[config.mk]
export PLATFORM = sky130hd
export DESIGN_NAME = run_sequencer
export DESIGN_NICKNAME = d
export VERILOG_FILES = /design/src/rtl/ctrl_pkg.sv /design/src/rtl/cycle_down_counter.sv /design/src/rtl/run_sequencer.sv
export SDC_FILE = /design/constraint.sdc
export NUM_CORES = 1
export LEC_CHECK = 0
export BUFFER_PORTS_ARGS = -buffer_cell sky130_fd_sc_hd__buf_4
export CAP_MARGIN = 30
export CELL_PAD_IN_SITES_DETAIL_PLACEMENT = 1
export CELL_PAD_IN_SITES_GLOBAL_PLACEMENT = 1
export CORE_MARGIN = 3
export CORE_UTILIZATION = 39
export DETAILED_ROUTE_END_ITERATION = 12
export GPL_TIMING_DRIVEN = 0
export PLACE_DENSITY = 0.84
export SKIP_CTS_REPAIR_TIMING = 1
export SYNTH_ARGS = -nofsm -noshare
export SYNTH_HDL_FRONTEND = slang
export SYNTH_SLANG_ARGS = --single-unit
[constraint.sdc]
create_clock -name clk -period 4.1 [get_ports clk]
set_input_delay 0.41 -clock clk [delete_from_list [all_inputs] [get_ports clk]]
set_output_delay 0.41 -clock clk [all_outputs]
set_load 0.005 [all_outputs]
[src/rtl/ctrl_pkg.sv]
// Shared types for the run sequencer: FSM state encoding and default counter width.
package ctrl_pkg;
   localparam int DEF_CNT_W = 16;

   typedef enum logic [2:0] {
      IDLE,
      CLEAR,
      RUN,
      PAUSE,
      DONE
   } seq_state_t;
endpackage

[src/rtl/cycle_down_counter.sv]
// Loadable down-counter that saturates at zero; is_one flags the last owed cycle.
module cycle_down_counter #(
   parameter int CNT_W = 16
) (
   input  logic             clk,
   input  logic             reset_n,
   input  logic             load,
   input  logic [CNT_W-1:0] load_val,
   input  logic             dec,
   output logic [CNT_W-1:0] count,
   output logic             is_one
);

   // load wins over dec; dec at zero is a no-op so the count never wraps
   always_ff @(posedge clk or negedge reset_n) begin
      if (!reset_n) begin
         count <= '0;
      end else if (load) begin
         count <= load_val;
      end else if (dec && (count != '0)) begin
         count <= count - CNT_W'(1);
      end
   end

   assign is_one = (count == CNT_W'(1));

endmodule

[src/rtl/run_sequencer.sv]
// Sequences a datapath through one bounded run: one clr cycle, then en for len cycles,
// with pause/resume, abort and a one-cycle done pulse on normal completion.
module run_sequencer
   import ctrl_pkg::*;
#(
   parameter int CNT_W = DEF_CNT_W
) (
   input  logic             clk,
   input  logic             reset_n,
   input  logic             start,
   input  logic             stop,
   input  logic             pause,
   input  logic [CNT_W-1:0] len,
   output logic             en,
   output logic             clr,
   output logic             busy,
   output logic             done,
   output logic [CNT_W-1:0] remaining
);

   seq_state_t state, next_state;
   logic       load;
   logic       dec;
   logic       is_one;

   cycle_down_counter #(
      .CNT_W (CNT_W)
   ) u_cnt (
      .clk      (clk),
      .reset_n  (reset_n),
      .load     (load),
      .load_val (len),
      .dec      (dec),
      .count    (remaining),
      .is_one   (is_one)
   );

   always_ff @(posedge clk or negedge reset_n) begin
      if (!reset_n) begin
         state <= IDLE;
      end else begin
         state <= next_state;
      end
   end

   // Every RUN cycle is an enabled cycle, so it always decrements, even when aborting
   always_comb begin
      next_state = state;
      load       = 1'b0;
      dec        = 1'b0;
      case (state)
         IDLE: begin
            if (start) begin
               next_state = CLEAR;
               load       = 1'b1;
            end
         end
         CLEAR: begin
            if (stop) begin
               next_state = IDLE;
            end else if (remaining == '0) begin
               next_state = DONE;
            end else begin
               next_state = RUN;
            end
         end
         RUN: begin
            dec = 1'b1;
            if (stop) begin
               next_state = IDLE;
            end else if (is_one) begin
               next_state = DONE;
            end else if (pause) begin
               next_state = PAUSE;
            end
         end
         PAUSE: begin
            if (stop) begin
               next_state = IDLE;
            end else if (!pause) begin
               next_state = RUN;
            end
         end
         DONE: begin
            next_state = IDLE;
         end
         default: begin
            next_state = IDLE;
         end
      endcase
   end

   assign en   = (state == RUN);
   assign clr  = (state == CLEAR);
   assign done = (state == DONE);
   assign busy = (state == CLEAR) || (state == RUN) || (state == PAUSE) || (state == DONE);

endmodule

==> flow_results.xml, run 1 <==
<?xml version="1.0" encoding="UTF-8"?>
<metrics>
  <group name="floorplanning">
    <metric name="io_pins" unit="">41</metric>
    <metric name="die-width" unit="um">61.9</metric>
    <metric name="placementRows" unit="">19</metric>
    <metric name="die_h" unit="um">61.9</metric>
    <metric name="design.die.area" unit="um2">3840</metric>
    <metric name="standard_cell_core_area" unit="um2">2880</metric>
    <metric name="initial_core_util" unit="">0.424</metric>
  </group>
  <group name="logic_synthesis">
    <metric name="fraction_of_the_yosys_area_taken_by_sequential_cells" unit="">0.390</metric>
    <metric name="post_synth.cell_area_avg" unit="um2">9.46</metric>
    <metric name="syn-instance-count" unit="">129</metric>
    <metric name="yosys.cell_types.count" unit="">34</metric>
    <metric name="synthesis.nets" unit="">152</metric>
    <metric name="yosysWarnings" unit="">0</metric>
    <metric name="netlist_area" unit="um2">1220</metric>
    <metric name="synth_seq_cells" unit="">19</metric>
  </group>
  <group name="worst_setup_path">
    <metric name="critical_path_arrival" unit="ns">2.38</metric>
    <metric name="endpoint" unit="">u_cnt.count[4]$_DFFE_PN0P_</metric>
    <metric name="largest_incremental_delay_on_the_critical_path" unit="ns">0.82</metric>
    <metric name="cp_cell_sequence" unit="">clkbuf_1 &gt; nor4b_2 &gt; clkbuf_1 &gt; nand2_1 &gt; o21ai_1</metric>
    <metric name="critPathCaptureType" unit="">register</metric>
    <metric name="reg2regPathDepth" unit="">5</metric>
    <metric name="critical_path.slowest_cell" unit="">sky130_fd_sc_hd__nor4b_2</metric>
    <metric name="r2r-end" unit="">u_cnt.count[4]$_DFFE_PN0P_</metric>
    <metric name="ff2ff_setup_slack" unit="ns">1.95</metric>
    <metric name="timing_worst_setup_path_type" unit="">register to register</metric>
    <metric name="critical-path-top-cell-by-count" unit="">sky130_fd_sc_hd__clkbuf_1</metric>
    <metric name="worst_setup_path_startpoint" unit="">state[2]$_DFFE_PN0P_</metric>
    <metric name="crit_path_max_fanout" unit="">10</metric>
    <metric name="critical_path.startpoint_type" unit="">register</metric>
    <metric name="rr_startpoint" unit="">state[2]$_DFFE_PN0P_</metric>
    <metric name="worst_ep_required_time" unit="ns">4.34</metric>
  </group>
  <group name="route">
    <metric name="drt_wl_total" unit="mm">3.41</metric>
    <metric name="route.vias.total" unit="">1156</metric>
    <metric name="viasPerCell" unit="">5.35</metric>
    <metric name="routedWlPerCell" unit="um">15.8</metric>
    <metric name="drt_drc_violations_left" unit="">0</metric>
    <metric name="detail_route.iter0.violations" unit="">31</metric>
    <metric name="post_route_antenna_net_violation_count" unit="">0</metric>
    <metric name="drt_pass1_iterations" unit="">4</metric>
  </group>
  <group name="clocking">
    <metric name="tritoncts_sink_count" unit="">19</metric>
    <metric name="tritoncts" unit="">done</metric>
    <metric name="cts.reportedPaths.clkPinSlew" unit="ns">0.11</metric>
    <metric name="max-clock-path-buffers" unit="">2</metric>
    <metric name="clock_root_buffer_master" unit="">sky130_fd_sc_hd__clkbuf_4</metric>
    <metric name="htree_levels" unit="">1</metric>
    <metric name="cts_made_buffers" unit="">3</metric>
    <metric name="clock_latency" unit="ns">0.30</metric>
  </group>
  <group name="finish">
    <metric name="final_cell_count_no_fill" unit="">216</metric>
    <metric name="drive_gt1_frac" unit="">0.305</metric>
    <metric name="layout.nets" unit="">198</metric>
    <metric name="insertedDiodeCount" unit="">0</metric>
    <metric name="area.growth.synth_to_final" unit="%">31.9</metric>
    <metric name="finalInstanceArea" unit="um2">1610</metric>
  </group>
  <group name="status">
    <metric name="status" unit="">finished, final reports clean</metric>
  </group>
  <group name="sta">
    <metric name="final-hold-violation-count" unit="">0</metric>
    <metric name="tightest_slew_margin_relative_to_the_limit" unit="">0.373</metric>
    <metric name="fmaxAchievable" unit="GHz">0.466</metric>
    <metric name="slew_viol_final" unit="">0</metric>
    <metric name="setup_viol" unit="">0</metric>
    <metric name="finalCritPeriodShare" unit="">0.523</metric>
    <metric name="hold_ws" unit="ns">0.264</metric>
    <metric name="layout_min_cycle_time" unit="ns">2.15</metric>
    <metric name="tns" unit="ns">0</metric>
    <metric name="timing_worst_slew_pin_value" unit="ns">0.938</metric>
    <metric name="rsz_0062_raised_after_global_routing" unit="">false</metric>
    <metric name="worst_clock_skew" unit="ns">0.000926</metric>
  </group>
  <group name="global_route">
    <metric name="global_route_wire_length_before_repair" unit="mm">5.63</metric>
    <metric name="gr-total-overflow" unit="">0</metric>
    <metric name="via_count_of_the_first_global_routing_pass" unit="">1180</metric>
    <metric name="grt_start_max_net_pins" unit="">20</metric>
    <metric name="global_route.usage.total" unit="">0.201</metric>
    <metric name="antenna_violations_before_repair" unit="">0</metric>
  </group>
  <group name="placed_design">
    <metric name="globalplace.congestion" unit="">0.801</metric>
    <metric name="place.detailed.instances" unit="">211</metric>
    <metric name="place_area" unit="um2">1570</metric>
    <metric name="detailed_place_hpwl" unit="mm">2.58</metric>
    <metric name="io_buffers" unit="">40</metric>
  </group>
  <group name="pwr">
    <metric name="switching_share" unit="">0.412</metric>
    <metric name="power_frac_comb" unit="">0.422</metric>
    <metric name="peakVddDrop" unit="mV">0.243</metric>
    <metric name="switching_power" unit="W">0.000314</metric>
    <metric name="power-per-cell-area" unit="nW/um2">474</metric>
    <metric name="clock_power_share" unit="">0.132</metric>
    <metric name="leakagePower" unit="nW">0.652</metric>
    <metric name="power" unit="W">0.000763</metric>
    <metric name="power.sequential.fraction" unit="">0.446</metric>
    <metric name="internal_power_summed_over_all_cells" unit="W">0.000449</metric>
  </group>
  <group name="worst_hold_path">
    <metric name="min_path_type" unit="">input port to register</metric>
  </group>
  <group name="run">
    <metric name="cap_violations" unit="">0</metric>
  </group>
</metrics>
[state kept, by name (all words and copies together), names as in the netlist]
| name | cells |
|---|---|
| u_cnt.count | 16 |
| state | 3 |
[cell usage after synthesis (all sizes together)]
library cell   n  area [um2]
a31o           1        8.76
a21o           1        7.51
and2           1        6.26
a2111oi        1        15.0
nand2         18        67.6
nand4          2        12.5
nand3          8        45.0
nor2           6        22.5
nand4bb        1        11.3
a32oi          2        17.5
o21ai         14        70.1
inv            2        7.51
dfrtp         19         475
clkbuf         3        11.3
buf            2        8.75
nor3           6        30.0
nor3b          5        60.1
xnor2          5        43.8
or4            2        15.0
ha             2        25.0
or3            2        12.5
nor4b          1        15.0
and3b          1        8.76
nor4           5        76.3
nand3b         3        22.5
a41oi          1        16.3
xor2           8        70.1
a22oi          1        7.51
a21oi          6        30.0
[layout make-up]
class	count	area (um2)
fillers	356	1270
inverters	2	7.51
clock buffers	4	26.3
well taps	42	52.6
flip-flops and latches	19	475
plain buffers	5	20.0
repair buffers	41	310
multi-input cells	103	717
[through the flow]
step | setup slack (ns) | utilization
after global routing | 1.70 | 0.559
final | 1.95 | 0.559
after CTS | 1.86 | 0.556
after global placement | 2.04 | 0.547
after floorplan | 2.26 | -
after detailed placement | 1.88 | 0.547
[cells by family after synthesis]
group	after synthesis	share of synthesized area
and+or+nand+nor	61	0.332
AOI/OAI and AO/OA	27	0.142
adders and majority gates	2	0.0205
buffers and inverters	7	0.0226
DFF	19	0.390
xor gates and xnor gates	13	0.0933
[routing by layer]
metal / GRT usage / part of all wire / vias to the layer above
li1: - / - / 562
met1: 0.257 / 0.44 / 562
met2: 0.350 / 0.51 / 28
met3: 0.0310 / 0.035 / 4
met4: 0.0545 / 0.011 / 0
met5: 0 / 0 / -
[critical path: cells and delay by family (launching register included)]
family                 cells  cell delay, ns
AO/OA/AOI/OAI              1            0.10
flip-flops                 1            0.38
AND/OR/NAND/NOR            2            0.94
buffers and inverters      2            0.66
[cell usage in the layout (no fill, tap or decap), types with 3 or more instances in the layout]
master,synthesis,final
sky130_fd_sc_hd__o21ai_1,11,11
sky130_fd_sc_hd__xnor2_1,5,5
sky130_fd_sc_hd__nand3b_1,3,3
sky130_fd_sc_hd__clkbuf_4,0,3
sky130_fd_sc_hd__dfrtp_1,19,19
sky130_fd_sc_hd__buf_4,0,40
sky130_fd_sc_hd__nand3_1,7,7
sky130_fd_sc_hd__nor2_1,6,6
sky130_fd_sc_hd__nor4_4,3,3
sky130_fd_sc_hd__xor2_1,8,8
sky130_fd_sc_hd__o21ai_0,3,3
sky130_fd_sc_hd__nand2_1,18,18
sky130_fd_sc_hd__a21oi_1,6,6
sky130_fd_sc_hd__nor3b_1,3,3
sky130_fd_sc_hd__nor3_1,6,6
sky130_fd_sc_hd__clkbuf_1,3,4
[power by group through the flow]
stage / combinational [W] / clock (W) / sequential, W
2_1_floorplan: 0.000176 / 0 / 0.000330
3_3_place_gp: 0.000310 / 0 / 0.000338
3_5_place_dp: 0.000323 / 0 / 0.000344
4_1_cts: 0.000326 / 0.000104 / 0.000340
5_1_grt: 0.000359 / 0.000112 / 0.000352
6_report: 0.000322 / 0.000101 / 0.000340
[how the worst min path moves through the flow]
stage | start | endpoint | slack [ns] | cells after the start
finish | stop | state[1]$_DFFE_PN0P_ | 0.26 | 2
global route | stop | state[2]$_DFFE_PN0P_ | 0.26 | 2
CTS | reset_n | u_cnt.count[5]$_DFFE_PN0P_ | -0.04 | 1
detailed placement | reset_n | u_cnt.count[5]$_DFFE_PN0P_ | 0.30 | 1
global placement | reset_n | u_cnt.count[5]$_DFFE_PN0P_ | 0.30 | 1
floorplan | reset_n | state[0]$_DFFE_PN0P_ | 0.11 | 0
(Power assumes the default switching activity.)
==> run 2, diff against run 1 <==
ABC_AREA = 1   (was unset)
CORE_UTILIZATION = 36   (was 39)
PLACE_DENSITY = 0.81   (was 0.84)
clock period = 2.2 ns   (was 4.1 ns; I/O delays follow)
==> run 2 against run 1 <==
Compared with the run above: via count rose by 33%; clock power rose to 2.6 times the previous value; sequential cell count did not move; first-iteration DRC count rose by 94%.
==> flow_results.xml, run 2 <==
<?xml version="1.0" encoding="UTF-8"?>
<metrics>
  <group name="logic_synthesis">
    <metric name="yosys.cell_types.count" unit="">27</metric>
    <metric name="synth-edff-count" unit="">0</metric>
    <metric name="fraction_of_the_yosys_area_taken_by_sequential_cells" unit="">0.323</metric>
    <metric name="yosysWarnings" unit="">0</metric>
    <metric name="synth-main-ff-cell" unit="">sky130_fd_sc_hd__dfrtp_1</metric>
    <metric name="synth.top_cells.by_count" unit="">86 x sky130_fd_sc_hd__nand2_1, 27 x sky130_fd_sc_hd__nand3_1, 26 x sky130_fd_sc_hd__inv_1, 24 x sky130_fd_sc_hd__nor2_1, 19 x sky130_fd_sc_hd__dfrtp_1</metric>
    <metric name="largest_family_of_logic_cells_by_synthesized_area" unit="">simple AND/OR/NAND/NOR gates</metric>
    <metric name="synth_top_area_cell" unit="">sky130_fd_sc_hd__dfrtp_1</metric>
    <metric name="post_synth_xor_area_fraction" unit="">0.0298</metric>
    <metric name="synth.area.top_cells" unit="">sky130_fd_sc_hd__dfrtp_1 32%, sky130_fd_sc_hd__nand2_1 22%, sky130_fd_sc_hd__nand3_1 9.2%</metric>
    <metric name="yosys.area.top_type_share" unit="">0.323</metric>
    <metric name="synthesis.nets" unit="">248</metric>
    <metric name="syn-instance-count" unit="">225</metric>
    <metric name="synthMuxAreaShare" unit="">0</metric>
    <metric name="synth_seq_cells" unit="">19</metric>
    <metric name="synth_simple_gate_area_frac" unit="">0.466</metric>
    <metric name="post_synth.cell_area_avg" unit="um2">6.53</metric>
    <metric name="synth_most_common_cell" unit="">sky130_fd_sc_hd__nand2_1</metric>
    <metric name="synthAdderAreaFrac" unit="">0.0170</metric>
    <metric name="compound_cell_area_share_of_the_yosys_netlist" unit="">0.0706</metric>
    <metric name="ys_async_sr_fraction" unit="">1.00</metric>
    <metric name="netlist_area" unit="um2">1470</metric>
  </group>
  <group name="sta">
    <metric name="finalCritPeriodShare" unit="">0.872</metric>
    <metric name="timing_worst_slew_pin_value" unit="ns">0.581</metric>
    <metric name="layout_min_cycle_time" unit="ns">1.92</metric>
    <metric name="setup_viol" unit="">0</metric>
    <metric name="final-hold-violation-count" unit="">0</metric>
    <metric name="fmaxAchievable" unit="GHz">0.521</metric>
    <metric name="slew_viol_final" unit="">0</metric>
    <metric name="rsz_0062_raised_after_global_routing" unit="">false</metric>
    <metric name="tns" unit="ns">0</metric>
    <metric name="tightest_slew_margin_relative_to_the_limit" unit="">0.611</metric>
    <metric name="worst_clock_skew" unit="ns">0.00650</metric>
  </group>
  <group name="global_route">
    <metric name="grt_start_max_net_pins" unit="">20</metric>
    <metric name="global_route_wire_length_before_repair" unit="mm">7.45</metric>
    <metric name="global_route.usage.total" unit="">0.185</metric>
    <metric name="via_count_of_the_first_global_routing_pass" unit="">1597</metric>
    <metric name="antenna_violations_before_repair" unit="">0</metric>
    <metric name="gr-total-overflow" unit="">0</metric>
  </group>
  <group name="clocking">
    <metric name="clock_latency" unit="ns">0.27</metric>
    <metric name="cts.reportedPaths.clkPinSlew" unit="ns">0.07</metric>
    <metric name="clock_root_buffer_master" unit="">sky130_fd_sc_hd__clkbuf_8</metric>
    <metric name="tritoncts_sink_count" unit="">19</metric>
    <metric name="htree_levels" unit="">1</metric>
    <metric name="max-clock-path-buffers" unit="">2</metric>
    <metric name="tritoncts" unit="">done</metric>
    <metric name="cts_made_buffers" unit="">3</metric>
  </group>
  <group name="pwr">
    <metric name="power_frac_comb" unit="">0.602</metric>
    <metric name="switching_share" unit="">0.481</metric>
    <metric name="power.sequential.fraction" unit="">0.290</metric>
    <metric name="clock_power_share" unit="">0.108</metric>
    <metric name="switching_power" unit="W">0.00117</metric>
    <metric name="leakagePower" unit="nW">0.987</metric>
    <metric name="peakVddDrop" unit="mV">0.514</metric>
    <metric name="power-per-cell-area" unit="nW/um2">1280</metric>
    <metric name="internal_power_summed_over_all_cells" unit="W">0.00125</metric>
  </group>
  <group name="worst_hold_path">
    <metric name="hold_end" unit="">u_cnt.count[9]$_DFFE_PN0P_</metric>
    <metric name="min_path_type" unit="">input port to register</metric>
    <metric name="min_delay_path_depth" unit="">3</metric>
    <metric name="hp-start" unit="">len[9]</metric>
  </group>
  <group name="route">
    <metric name="detail_route.iter0.violations" unit="">60</metric>
    <metric name="top_layer_used" unit="">met4</metric>
    <metric name="viasPerCell" unit="">4.84</metric>
    <metric name="route.vias.total" unit="">1540</metric>
    <metric name="routedWlPerCell" unit="um">13.4</metric>
    <metric name="post_route_antenna_net_violation_count" unit="">0</metric>
    <metric name="drt_drc_violations_left" unit="">0</metric>
    <metric name="met3WireLength" unit="um">158</metric>
    <metric name="wl_met2" unit="mm">2.13</metric>
    <metric name="route.layer.met1.wl" unit="mm">1.95</metric>
    <metric name="drt_wl_total" unit="mm">4.26</metric>
    <metric name="drt_pass1_iterations" unit="">3</metric>
  </group>
  <group name="worst_setup_path">
    <metric name="critPathCaptureType" unit="">register</metric>
    <metric name="timing_worst_setup_path_type" unit="">register to register</metric>
    <metric name="reg2regPathDepth" unit="">10</metric>
    <metric name="worst_ep_required_time" unit="ns">2.36</metric>
    <metric name="crit_path_max_fanout" unit="">10</metric>
    <metric name="r2r-end" unit="">u_cnt.count[10]$_DFFE_PN0P_</metric>
    <metric name="critical_path_arrival" unit="ns">2.08</metric>
    <metric name="critical_path.startpoint_type" unit="">register</metric>
    <metric name="ff2ff_setup_slack" unit="ns">0.28</metric>
    <metric name="rr_startpoint" unit="">u_cnt.count[0]$_DFFE_PN0P_</metric>
  </group>
  <group name="status">
    <metric name="status" unit="">finished, final reports clean</metric>
  </group>
  <group name="finish">
    <metric name="most_flop_heavy_register" unit="">u_cnt.count</metric>
    <metric name="regArea" unit="um2">475</metric>
    <metric name="final_util" unit="">0.496</metric>
    <metric name="footprint_of_the_multi_input_gates" unit="um2">858</metric>
    <metric name="area.growth.synth_to_final" unit="%">28.3</metric>
    <metric name="mostFrequentLayoutCell" unit="">sky130_fd_sc_hd__nand2_1</metric>
    <metric name="finalInstanceArea" unit="um2">1890</metric>
    <metric name="largestRegisters" unit="">u_cnt.count x16, state x3</metric>
    <metric name="layout.nets" unit="">294</metric>
    <metric name="fill_cells" unit="">528</metric>
    <metric name="insertedDiodeCount" unit="">0</metric>
    <metric name="layout_common_cells" unit="">86 x sky130_fd_sc_hd__nand2_1, 40 x sky130_fd_sc_hd__buf_4, 27 x sky130_fd_sc_hd__nand3_1</metric>
    <metric name="drive_gt1_frac" unit="">0.230</metric>
    <metric name="number_of_flip_flops_in_the_largest_register" unit="">16</metric>
  </group>
  <group name="floorplanning">
    <metric name="die_h" unit="um">69.9</metric>
    <metric name="design.die.area" unit="um2">4890</metric>
    <metric name="initial_core_util" unit="">0.387</metric>
    <metric name="placementRows" unit="">22</metric>
    <metric name="standard_cell_core_area" unit="um2">3800</metric>
    <metric name="io_pins" unit="">41</metric>
    <metric name="die-width" unit="um">69.9</metric>
  </group>
  <group name="placed_design">
    <metric name="detailed_place_hpwl" unit="mm">3.35</metric>
    <metric name="place_area" unit="um2">1830</metric>
    <metric name="io_buffers" unit="">40</metric>
    <metric name="globalplace.congestion" unit="">0.756</metric>
  </group>
  <group name="run">
    <metric name="cap_violations" unit="">0</metric>
  </group>
</metrics>
run 2: how the worst max path moves through the flow:
stage	startpoint	endpoint	slack, ns	depth (start not counted)
CTS	u_cnt.count[0]$_DFFE_PN0P_	u_cnt.count[10]$_DFFE_PN0P_	0.26	10
finish	u_cnt.count[0]$_DFFE_PN0P_	u_cnt.count[10]$_DFFE_PN0P_	0.28	10
floorplan	u_cnt.count[0]$_DFFE_PN0P_	u_cnt.count[10]$_DFFE_PN0P_	0.58	10
global route	u_cnt.count[0]$_DFFE_PN0P_	u_cnt.count[10]$_DFFE_PN0P_	0.12	10
detailed placement	u_cnt.count[0]$_DFFE_PN0P_	u_cnt.count[10]$_DFFE_PN0P_	0.27	10
global placement	u_cnt.count[0]$_DFFE_PN0P_	u_cnt.count[10]$_DFFE_PN0P_	0.30	10
run 2: worst max-delay path, cell delays in order, from the launching register on:
cell	delay (ns)
sky130_fd_sc_hd__dfrtp_1	0.42
sky130_fd_sc_hd__inv_1	0.13
sky130_fd_sc_hd__ha_1	0.29
sky130_fd_sc_hd__nand2_2	0.15
sky130_fd_sc_hd__nor2_4	0.17
sky130_fd_sc_hd__nand2_2	0.15
sky130_fd_sc_hd__nand2_2	0.11
sky130_fd_sc_hd__nand2_4	0.09
sky130_fd_sc_hd__buf_6	0.17
sky130_fd_sc_hd__nand3_1	0.08
sky130_fd_sc_hd__nand2_1	0.05
run 2: cell families after synthesis:
kind of cell | count (synthesis)
AOI/OAI and AO/OA | 14
xor gates and xnor gates | 5
adders and majority gates | 2
buffers and inverters | 30
DFF | 19
and+or+nand+nor | 155
run 2: per-layer routing:
metal / GRT usage / vias up
met2: 0.327 / 23
met3: 0.0317 / 2
met1: 0.236 / 719
met4: 0.0362 / 0
met5: 0 / -
li1: - / 796
run 2: per-stage QoR:
| step | setup WS, ns | cells | hold WS [ns] | total power, W |
|---|---|---|---|---|
| after floorplan | 0.584 | 225 | -0.0756 | 0.00163 |
| final | 0.281 | 318 | 0.194 | 0.00242 |
| after detailed placement | 0.275 | 313 | 0.121 | 0.00219 |
| after global routing | 0.121 | 318 | 0.205 | 0.00269 |
| after CTS | 0.261 | 317 | -0.172 | 0.00247 |
| after global placement | 0.300 | 313 | 0.117 | 0.00214 |
run 2: power by group through the flow:
| stage | clock network (W) | registers, W | logic, W |
|---|---|---|---|
| 2_1_floorplan | 0 | 0.000669 | 0.000956 |
| 3_3_place_gp | 0 | 0.000703 | 0.00144 |
| 3_5_place_dp | 0 | 0.000714 | 0.00148 |
| 4_1_cts | 0.000270 | 0.000707 | 0.00149 |
| 5_1_grt | 0.000279 | 0.000743 | 0.00167 |
| 6_report | 0.000261 | 0.000702 | 0.00146 |
run 2: cell type report:
| cell class | instances | share of cell area |
|---|---|---|
| multi-input combinational | 176 | 0.455 |
| sequential | 19 | 0.252 |
| timing repair buffer | 41 | 0.165 |
| inverter | 26 | 0.0518 |
| tap | 48 | 0.0319 |
| clock buffer | 4 | 0.0239 |
| buffer | 4 | 0.0206 |
